**src/rtl/zrle_codeword_gen.sv**
```systemverilog
`default_nettype none
// ============================================================================
// Module   : zrle_codeword_gen
// Purpose  : Zero-run-length codeword generator that sits in front of the
//            encoder shift streamer. Takes one DATA_W symbol per handshake.
//            Each zero run becomes a single codeword. Each nonzero symbol
//            becomes a HI codeword followed by a LO codeword. At end of
//            stream it raises flush_o and waits for the streamer to go idle.
// Ports    : clk_i, rst_ni  - clock, asynchronous active-low reset
//            data_i/last_i/vld_i/rdy_o - input symbol stream
//            data_o/shift_o/vld_o/rdy_i - codeword out (MSB-aligned, length)
//            flush_o/idle_i - streamer flush request / streamer idle status
//            idle_o         - generator idle with no pending output
// Config   : define ZRLE_CG_ASSERT_EN to compile in the run-time and
//            elaboration checks; datapath logic is the same either way.
// Revision : 1.0 - initial release
// ============================================================================
module zrle_codeword_gen #(
  parameter int DATA_W   = 8,
  parameter int MAX_ZRUN = 16
) (
  input  logic                         clk_i,
  input  logic                         rst_ni,
  input  logic [DATA_W-1:0]            data_i,
  input  logic                         last_i,
  input  logic                         vld_i,
  output logic                         rdy_o,
  output logic [2*DATA_W-1:0]          data_o,
  output logic [$clog2(DATA_W+1)-1:0]  shift_o,
  output logic                         vld_o,
  input  logic                         rdy_i,
  output logic                         flush_o,
  input  logic                         idle_i,
  output logic                         idle_o
);

  localparam int ZRUN_W  = $clog2(MAX_ZRUN);
  localparam int CNT_W   = ZRUN_W + 1;          // holds 0..MAX_ZRUN
  localparam int SHIFT_W = $clog2(DATA_W + 1);
  localparam int OUT_W   = 2 * DATA_W;

  localparam logic [CNT_W-1:0]   CNT_MAX = CNT_W'(MAX_ZRUN);
  localparam logic [CNT_W-1:0]   CNT_ONE = CNT_W'(1);
  localparam logic [SHIFT_W-1:0] LEN_RUN = SHIFT_W'(1 + ZRUN_W);
  localparam logic [SHIFT_W-1:0] LEN_HI  = SHIFT_W'(DATA_W);
  localparam logic [SHIFT_W-1:0] LEN_LO  = SHIFT_W'(1);

  typedef enum logic [2:0] {
    S_IDLE    = 3'd0,
    S_RUN     = 3'd1,
    S_EMIT_HI = 3'd2,
    S_EMIT_LO = 3'd3,
    S_DRAIN   = 3'd4,
    S_FLUSH   = 3'd5
  } state_t;

  state_t              state, state_nxt;
  logic [CNT_W-1:0]    run_cnt, run_cnt_nxt;
  logic                last_q, last_q_nxt;
  logic [DATA_W-1:0]   val_q, val_q_nxt;

  logic                slot_free;
  logic                xfer;
  logic                in_zero;
  logic                load;
  logic [OUT_W-1:0]    cw_data;
  logic [SHIFT_W-1:0]  cw_len;

  // Run codeword {0, n-1}; n==MAX_ZRUN wraps to all-ones in the count field.
  function automatic logic [OUT_W-1:0] run_word(input logic [CNT_W-1:0] n);
    logic [OUT_W-1:0] w;
    w = '0;
    w[OUT_W-2 -: ZRUN_W] = ZRUN_W'(n - CNT_ONE);
    return w;
  endfunction

  function automatic logic [OUT_W-1:0] hi_word(input logic [DATA_W-2:0] upper);
    logic [OUT_W-1:0] w;
    w = '0;
    w[OUT_W-1 -: DATA_W] = {1'b1, upper};
    return w;
  endfunction

  function automatic logic [OUT_W-1:0] lo_word(input logic lsb);
    logic [OUT_W-1:0] w;
    w = '0;
    w[OUT_W-1] = lsb;
    return w;
  endfunction

  assign slot_free = !vld_o || rdy_i;
  assign rdy_o     = slot_free && ((state == S_IDLE) || (state == S_RUN));
  assign xfer      = vld_i && rdy_o;
  assign in_zero   = (data_i == '0);
  // Gated by !vld_o so the last codeword reaches the streamer before flush.
  assign flush_o   = (state == S_FLUSH) && !vld_o;
  assign idle_o    = (state == S_IDLE) && !vld_o;

  always_comb begin
    state_nxt   = state;
    run_cnt_nxt = run_cnt;
    last_q_nxt  = last_q;
    val_q_nxt   = val_q;
    load        = 1'b0;
    cw_data     = '0;
    cw_len      = '0;

    if (xfer && last_i) begin
      last_q_nxt = 1'b1;
    end

    case (state)
      S_IDLE: begin
        if (xfer) begin
          if (in_zero) begin
            run_cnt_nxt = CNT_ONE;
            state_nxt   = last_i ? S_DRAIN : S_RUN;
          end else begin
            load      = 1'b1;
            cw_data   = hi_word(data_i[DATA_W-1:1]);
            cw_len    = LEN_HI;
            val_q_nxt = data_i;
            state_nxt = S_EMIT_LO;
          end
        end
      end

      S_RUN: begin
        if (xfer) begin
          if (in_zero) begin
            if (run_cnt == CNT_MAX) begin
              // Full run goes out now; this zero starts the next run.
              load        = 1'b1;
              cw_data     = run_word(run_cnt);
              cw_len      = LEN_RUN;
              run_cnt_nxt = CNT_ONE;
            end else begin
              run_cnt_nxt = run_cnt + CNT_ONE;
            end
            if (last_i) begin
              state_nxt = S_DRAIN;
            end
          end else begin
            load        = 1'b1;
            cw_data     = run_word(run_cnt);
            cw_len      = LEN_RUN;
            val_q_nxt   = data_i;
            run_cnt_nxt = '0;
            state_nxt   = S_EMIT_HI;
          end
        end
      end

      S_EMIT_HI: begin
        if (slot_free) begin
          load      = 1'b1;
          cw_data   = hi_word(val_q[DATA_W-1:1]);
          cw_len    = LEN_HI;
          state_nxt = S_EMIT_LO;
        end
      end

      S_EMIT_LO: begin
        if (slot_free) begin
          load      = 1'b1;
          cw_data   = lo_word(val_q[0]);
          cw_len    = LEN_LO;
          state_nxt = last_q ? S_FLUSH : S_IDLE;
        end
      end

      S_DRAIN: begin
        if (slot_free) begin
          load      = 1'b1;
          cw_data   = run_word(run_cnt);
          cw_len    = LEN_RUN;
          state_nxt = S_FLUSH;
        end
      end

      S_FLUSH: begin
        if (!vld_o && idle_i) begin
          last_q_nxt  = 1'b0;
          run_cnt_nxt = '0;
          state_nxt   = S_IDLE;
        end
      end

      default: begin
        state_nxt = S_IDLE;
      end
    endcase
  end

  always_ff @(posedge clk_i or negedge rst_ni) begin
    if (!rst_ni) begin
      state   <= S_IDLE;
      run_cnt <= '0;
      last_q  <= 1'b0;
      val_q   <= '0;
    end else begin
      state   <= state_nxt;
      run_cnt <= run_cnt_nxt;
      last_q  <= last_q_nxt;
      val_q   <= val_q_nxt;
    end
  end

  // Single-entry output register; load is only raised when slot_free.
  always_ff @(posedge clk_i or negedge rst_ni) begin
    if (!rst_ni) begin
      vld_o   <= 1'b0;
      data_o  <= '0;
      shift_o <= '0;
    end else if (load) begin
      vld_o   <= 1'b1;
      data_o  <= cw_data;
      shift_o <= cw_len;
    end else if (rdy_i) begin
      vld_o   <= 1'b0;
    end
  end

`ifdef ZRLE_CG_ASSERT_EN
  if ((1 + ZRUN_W > DATA_W) || (MAX_ZRUN != (1 << ZRUN_W))) begin : g_param_chk
    $error("zrle_codeword_gen: illegal DATA_W=%0d / MAX_ZRUN=%0d", DATA_W, MAX_ZRUN);
  end

  logic [OUT_W-1:0] low_mask;
  assign low_mask = {OUT_W{1'b1}} >> shift_o;

  always_ff @(posedge clk_i) begin
    if (rst_ni) begin
      if (vld_o) begin
        assert ((shift_o >= LEN_LO) && (shift_o <= LEN_HI))
          else $display("%0t zrle_codeword_gen: shift_o %0d out of range", $time, shift_o);
        assert ((data_o & low_mask) == '0)
          else $display("%0t zrle_codeword_gen: data_o bits below codeword set", $time);
      end
      assert (run_cnt <= CNT_MAX)
        else $display("%0t zrle_codeword_gen: run_cnt %0d exceeds max", $time, run_cnt);
    end
  end

  a_hold_stable: assert property (@(posedge clk_i) disable iff (!rst_ni)
    (vld_o && !rdy_i) |=> ($stable(data_o) && $stable(shift_o)))
    else $display("%0t zrle_codeword_gen: output changed under stall", $time);

  a_flush_excl: assert property (@(posedge clk_i) disable iff (!rst_ni)
    !(flush_o && vld_o))
    else $display("%0t zrle_codeword_gen: flush_o with vld_o", $time);
`else
  // Checks not compiled in.
`endif

endmodule
`default_nettype wire

```
**config.mk**
```make
export PLATFORM = sky130hd
export DESIGN_NAME = zrle_codeword_gen
export DESIGN_NICKNAME = d
export VERILOG_FILES = /design/src/rtl/zrle_codeword_gen.sv
export SDC_FILE = /design/constraint.sdc
export NUM_CORES = 1
export LEC_CHECK = 0
export ABC_AREA = 1
export BUFFER_PORTS_ARGS = -buffer_cell sky130_fd_sc_hd__buf_2
export CAP_MARGIN = 10
export CORE_MARGIN = 2
export CORE_UTILIZATION = 54
export DETAILED_ROUTE_END_ITERATION = 8
export GPL_TIMING_DRIVEN = 0
export PLACE_DENSITY = 0.78
export SLEW_MARGIN = 15
export SYNTH_ARGS = -nofsm -noshare
export SYNTH_HDL_FRONTEND = slang
export SYNTH_SLANG_ARGS = --single-unit
```
**constraint.sdc**
```tcl
create_clock -name clk_i -period 2 [get_ports clk_i]
set_input_delay 0.4 -clock clk_i [delete_from_list [all_inputs] [get_ports clk_i]]
set_output_delay 0.4 -clock clk_i [all_outputs]
set_load 0.02 [all_outputs]
```
* Word-level counts from Yosys, hierarchy flattened
Cells that the tools add are included.
** Cells by class
- Multiplexer cells :: 49
- Add/subtract/negate cells :: 2
- Equality and inequality tests :: 14
- Reduce and logical (&&, ||, !) cells :: 18
- Bitwise gates (word level) :: 1
** Operators by type and width (count)
- 2-to-1 mux 16 bit :: 6
- case mux 16 bit (5 select lines) :: 1
- 2-to-1 mux 3 bit :: 13
- 2-to-1 mux 15 bit :: 2
- 2-to-1 mux 5 bit :: 6
- 2-to-1 mux 4 bit :: 5
- case mux 4 bit (5 select lines) :: 1
- case mux 3 bit (6 select lines) :: 1
- case mux 5 bit (3 select lines) :: 1
- 2-to-1 mux 1 bit :: 12
- inequality test 2 bit (second input constant) :: 6
- logical NOT 8 bit :: 1
- AND reduction 7 bit :: 1
- equality test 3 x 2 -> 1 bit (second input constant) :: 2
- equality test 3 bit (second input constant) :: 2
- logical AND 1 bit :: 6
- adder 5 x 1 -> 5 bit (second input constant) :: 1
- equality test 5 bit (second input constant) :: 1
- AND reduction 5 bit :: 1
- subtractor 4 x 1 -> 4 bit (second input constant) :: 1
- equality test 3 x 1 -> 1 bit (second input constant) :: 1
- logical NOT 3 bit :: 1
- inequality test 3 bit (second input constant) :: 1
- case mux 1 bit (3 select lines) :: 1
- 9 further kinds :: 10
** Word-level totals
- Bits of input ports :: 14
- Word-level logic and storage cells :: 91
- Register bits :: 38
- Output and inout port bits :: 24

* Logic depth before layout (Yosys ltp)
- Depth after elaboration :: 8
- Gate-level depth with buffers :: 10
- Mapped depth without buffers :: 10

* Worst setup path before layout
Ideal clock, no wire load.
- Kind :: reg-to-output
- Start :: reg vld_o
- End :: out rdy_o
- Buffers on the path :: 0
- Stages on the path, launching flop included :: 4
- Arrival time :: 1067 ps
- Path slack :: 533 ps
- Required time :: 1600 ps
- Cell sequence :: dfrtp_1 -> nand2_2 -> inv_2 -> nor2_1
** Between the ends
- Cells in the longest elaborated chain, start to end :: 3
** RTL lines
- from (decl) :: line 30 : output logic vld_o,
- from (signal assigned) :: line 212 : vld_o <= 1'b0;
- from (signal assigned) :: line 216 : vld_o <= 1'b1;
- from (signal assigned) :: line 220 : vld_o <= 1'b0;
- logical NOT 1 bit :: line 91 : assign slot_free = !vld_o || rdy_i;
- logical OR 1 bit :: line 91
- logical AND 1 bit :: line 92 : assign rdy_o = slot_free && ((state == S_IDLE) || (state == S_RUN));
- to (decl) :: line 27 : output logic rdy_o,
No other way between the ends.

* Worst setup path in the final report
- Start :: reg state[2]
- End :: out idle_o
** Between the ends
- Cells in the longest elaborated chain, start to end :: 2
** RTL lines
- from (decl) :: line 57 : state_t state, state_nxt;
- from (signal assigned) :: line 202 : state <= state_nxt;
- logical NOT 3 bit :: line 97 : assign idle_o = (state == S_IDLE) && !vld_o;
- logical AND 1 bit :: line 97
- to (decl) :: line 34 : output logic idle_o
No other way between the ends.

==> impl_metrics.json <==
{
  "worstPathArrival_ns": 1.50,
  "cts_root_buf": "clkbuf_4",
  "synth_top_area_frac": 0.417,
  "synth.most_common_cell": "nand2_1",
  "drt_iter0_drc": 90,
  "synth_edf_count": 0,
  "core.rowCount": 20,
  "crit_type": "reg2out",
  "hold_viol": 0,
  "drv_slew": 0,
  "fmax_mhz": 526,
  "grt_max_degree": 30,
  "port_buffers": 28,
  "fillers": 289,
  "die_w_um": 60.8,
  "firstDrtPassIters": 6,
  "nNetsFinal": 289,
  "required_ns": 1.60,
  "path_clk_slew_ns": 0.10,
  "drc": 0,
  "hold_path.class": "in2async",
  "synth-seq-area-share": 0.417,
  "cts_buffer_depth": 2,
  "synth_ff_type": "dfrtp_1",
  "period_minus_slack_ns": 1.90,
  "cap_viol_max_count": 0,
  "fin_cells": 317,
  "worstRegToRegCells": 10,
  "routedWlPerCell_um": 12.5,
  "antenna_found_initial": 0,
  "rr_startpoint": "run_cnt[0]$_DFFE_PN0P_",
  "syn_area_per_cell_um2": 7.60,
  "drtAntennaViolNets": 0,
  "synth.largest_area_cell": "dfrtp_1",
  "cts_buffers": 5,
  "vias": 1612,
  "crit_buf_inv": 1,
  "skew_ns": 0.00532,
  "ir_drop_mv": 0.879,
  "synth_area_leaders": "dfrtp_1, nand2_1, nand3_1, buf_4, inv_1",
  "cts_setup_buffers": 0,
  "end_kind": "output pin",
  "yosysWarningCount": 0,
  "crit-reg2reg-capture": "data_o[12]$_DFFE_PN0P_",
  "grt.total_usage": 0.250,
  "routed_wirelength_mm": 3.97,
  "synth-seq-cells": 29,
  "vias_per_cell": 5.09,
  "place_hpwl_mm": 2.81,
  "drive_gt1_frac": 0.249,
  "yosys-top-cells-count": "nand2_1, nand3_1, dfrtp_1, inv_1, nor2_1",
  "crit_cells": 4,
  "crit_family": "flip-flops",
  "status": "finished clean",
  "total_leakage_power_nw": 1.13,
  "path_cells": "nor2_4 > nand2_1 > nor2_1 > buf_2",
  "worstMarginPinSlew_ns": 0.663,
  "grt_remaining_overflow": 0,
  "yosysUniqueCellTypes": 28,
  "crit_slowest_cell": "dfrtp_1",
  "tritoncts": "done",
  "power_density_mw_per_mm2": 1420,
  "p_total_w": 0.00292,
  "r2r_slack_ns": 0.30,
  "core_mm2": 0.00305,
  "syn-instance-count": 229,
  "start_kind": "flop",
  "antenna_cells": 0,
  "chipHeight_um": 60.8,
  "grt_pass1_vias": 1567,
  "initial_core_util": 0.570,
  "cp_max_fo": 8,
  "cp_slowest_stage_delay_ns": 0.49,
  "hold_buffers": 0,
  "die_area_mm2": 0.00369,
  "htree_levels": 2,
  "rsz0062_at_grt": "no",
  "gp_congestion": 0.882,
  "cts_sinks": 29,
  "synthArstFlopShare": 1.00,
  "final.period_utilization": 0.950,
  "post_cts_resized": 0,
  "netlist_area_mm2": 0.00174,
  "ios": 38,
  "dp_cells": 309,
  "areaGrowthSynthToFinish_pct": 17.8,
  "grt_pass1_wl_mm": 6.78,
  "clock_latency_ns": 0.34,
  "setup_viol": 0,
  "tns_ns": 0,
  "slew_headroom": 0.558
}
-- placed cells by master, fill, tap and decap left out, drive strengths merged, types with 2 or more instances in the layout --
cell type and instances:
nand2 73, buf 41, nand3 34, dfrtp 29
nor2 23, inv 22, conb 9, o21ai 9
clkbuf 8, a22oi 6, a21oi 5, xor2 4
ha 3, nor3 2, nand4 2
-- cell type report --
class	instances	area, um^2	area share
buffer	14	101	0.0494
clock buffer	7	55.1	0.0268
clock inverter	1	30.0	0.0146
inverter	22	82.6	0.0403
multi-input combinational	172	861	0.420
sequential	29	726	0.354
tap	44	55.1	0.0268
timing repair buffer	28	140	0.0683
-- where the power goes --
part / internal [W] / switching [W] / leakage (nW)
logic: 0.000472 / 0.000933 / 0.714
clock network: 0.000298 / 0.000214 / 0.0455
registers: 0.000813 / 0.000188 / 0.367
total: 0.00158 / 0.00134 / 1.13
-- state kept, by name, indices dropped and copies added (netlist names) --
register	cells
data_o	8
last_q	1
run_cnt	5
val_q	8
vld_o	1
state	3
shift_o	3
-- kinds of logic (layout without fill, tap and decap cells) --
kind of cell,count (synthesis),in the layout,synth area share
other cells,1,9,0.00215
fa+ha+maj,3,3,0.0216
simple gates,135,135,0.355
flops,29,29,0.417
buf+inv,36,72,0.106
compound gates,21,21,0.0784
xor+xnor,4,4,0.0201
-- through the flow --
step | util | area [um^2] | worst slack (ns) | hold slack (ns)
2_1_floorplan | - | 1770 | 0.533 | 0.104
3_3_place_gp | 0.644 | 1970 | 0.351 | 0.455
3_5_place_dp | 0.644 | 1970 | 0.326 | 0.465
4_1_cts | 0.672 | 2050 | 0.106 | 0.106
5_1_grt | 0.672 | 2050 | 0.000159 | 0.128
6_report | 0.672 | 2050 | 0.100 | 0.0849
-- how the worst max path moves through the flow --
stage,from,endpoint,slack [ns]
floorplan,vld_o$_DFFE_PN0P_,rdy_o,0.53
global placement,run_cnt[0]$_DFFE_PN0P_,data_o[14]$_DFFE_PN0P_,0.35
detailed placement,run_cnt[0]$_DFFE_PN0P_,data_o[12]$_DFFE_PN0P_,0.33
CTS,state[2]$_DFFE_PN0P_,idle_o,0.11
global route,state[2]$_DFFE_PN0P_,idle_o,0.0002
finish,state[2]$_DFFE_PN0P_,idle_o,0.10
-- layer usage --
metal  part of all wire  global-route usage  vias to the layer above  wire, um
met2               0.48               0.407                       55      1890
met1               0.45               0.322                      743      1790
li1                   -                   -                      806         -
met3              0.056              0.0597                        8       221
met5                  0                   0                        -         0
met4              0.016              0.0994                        0        63
Note: power is estimated with default switching activity, not from simulation.
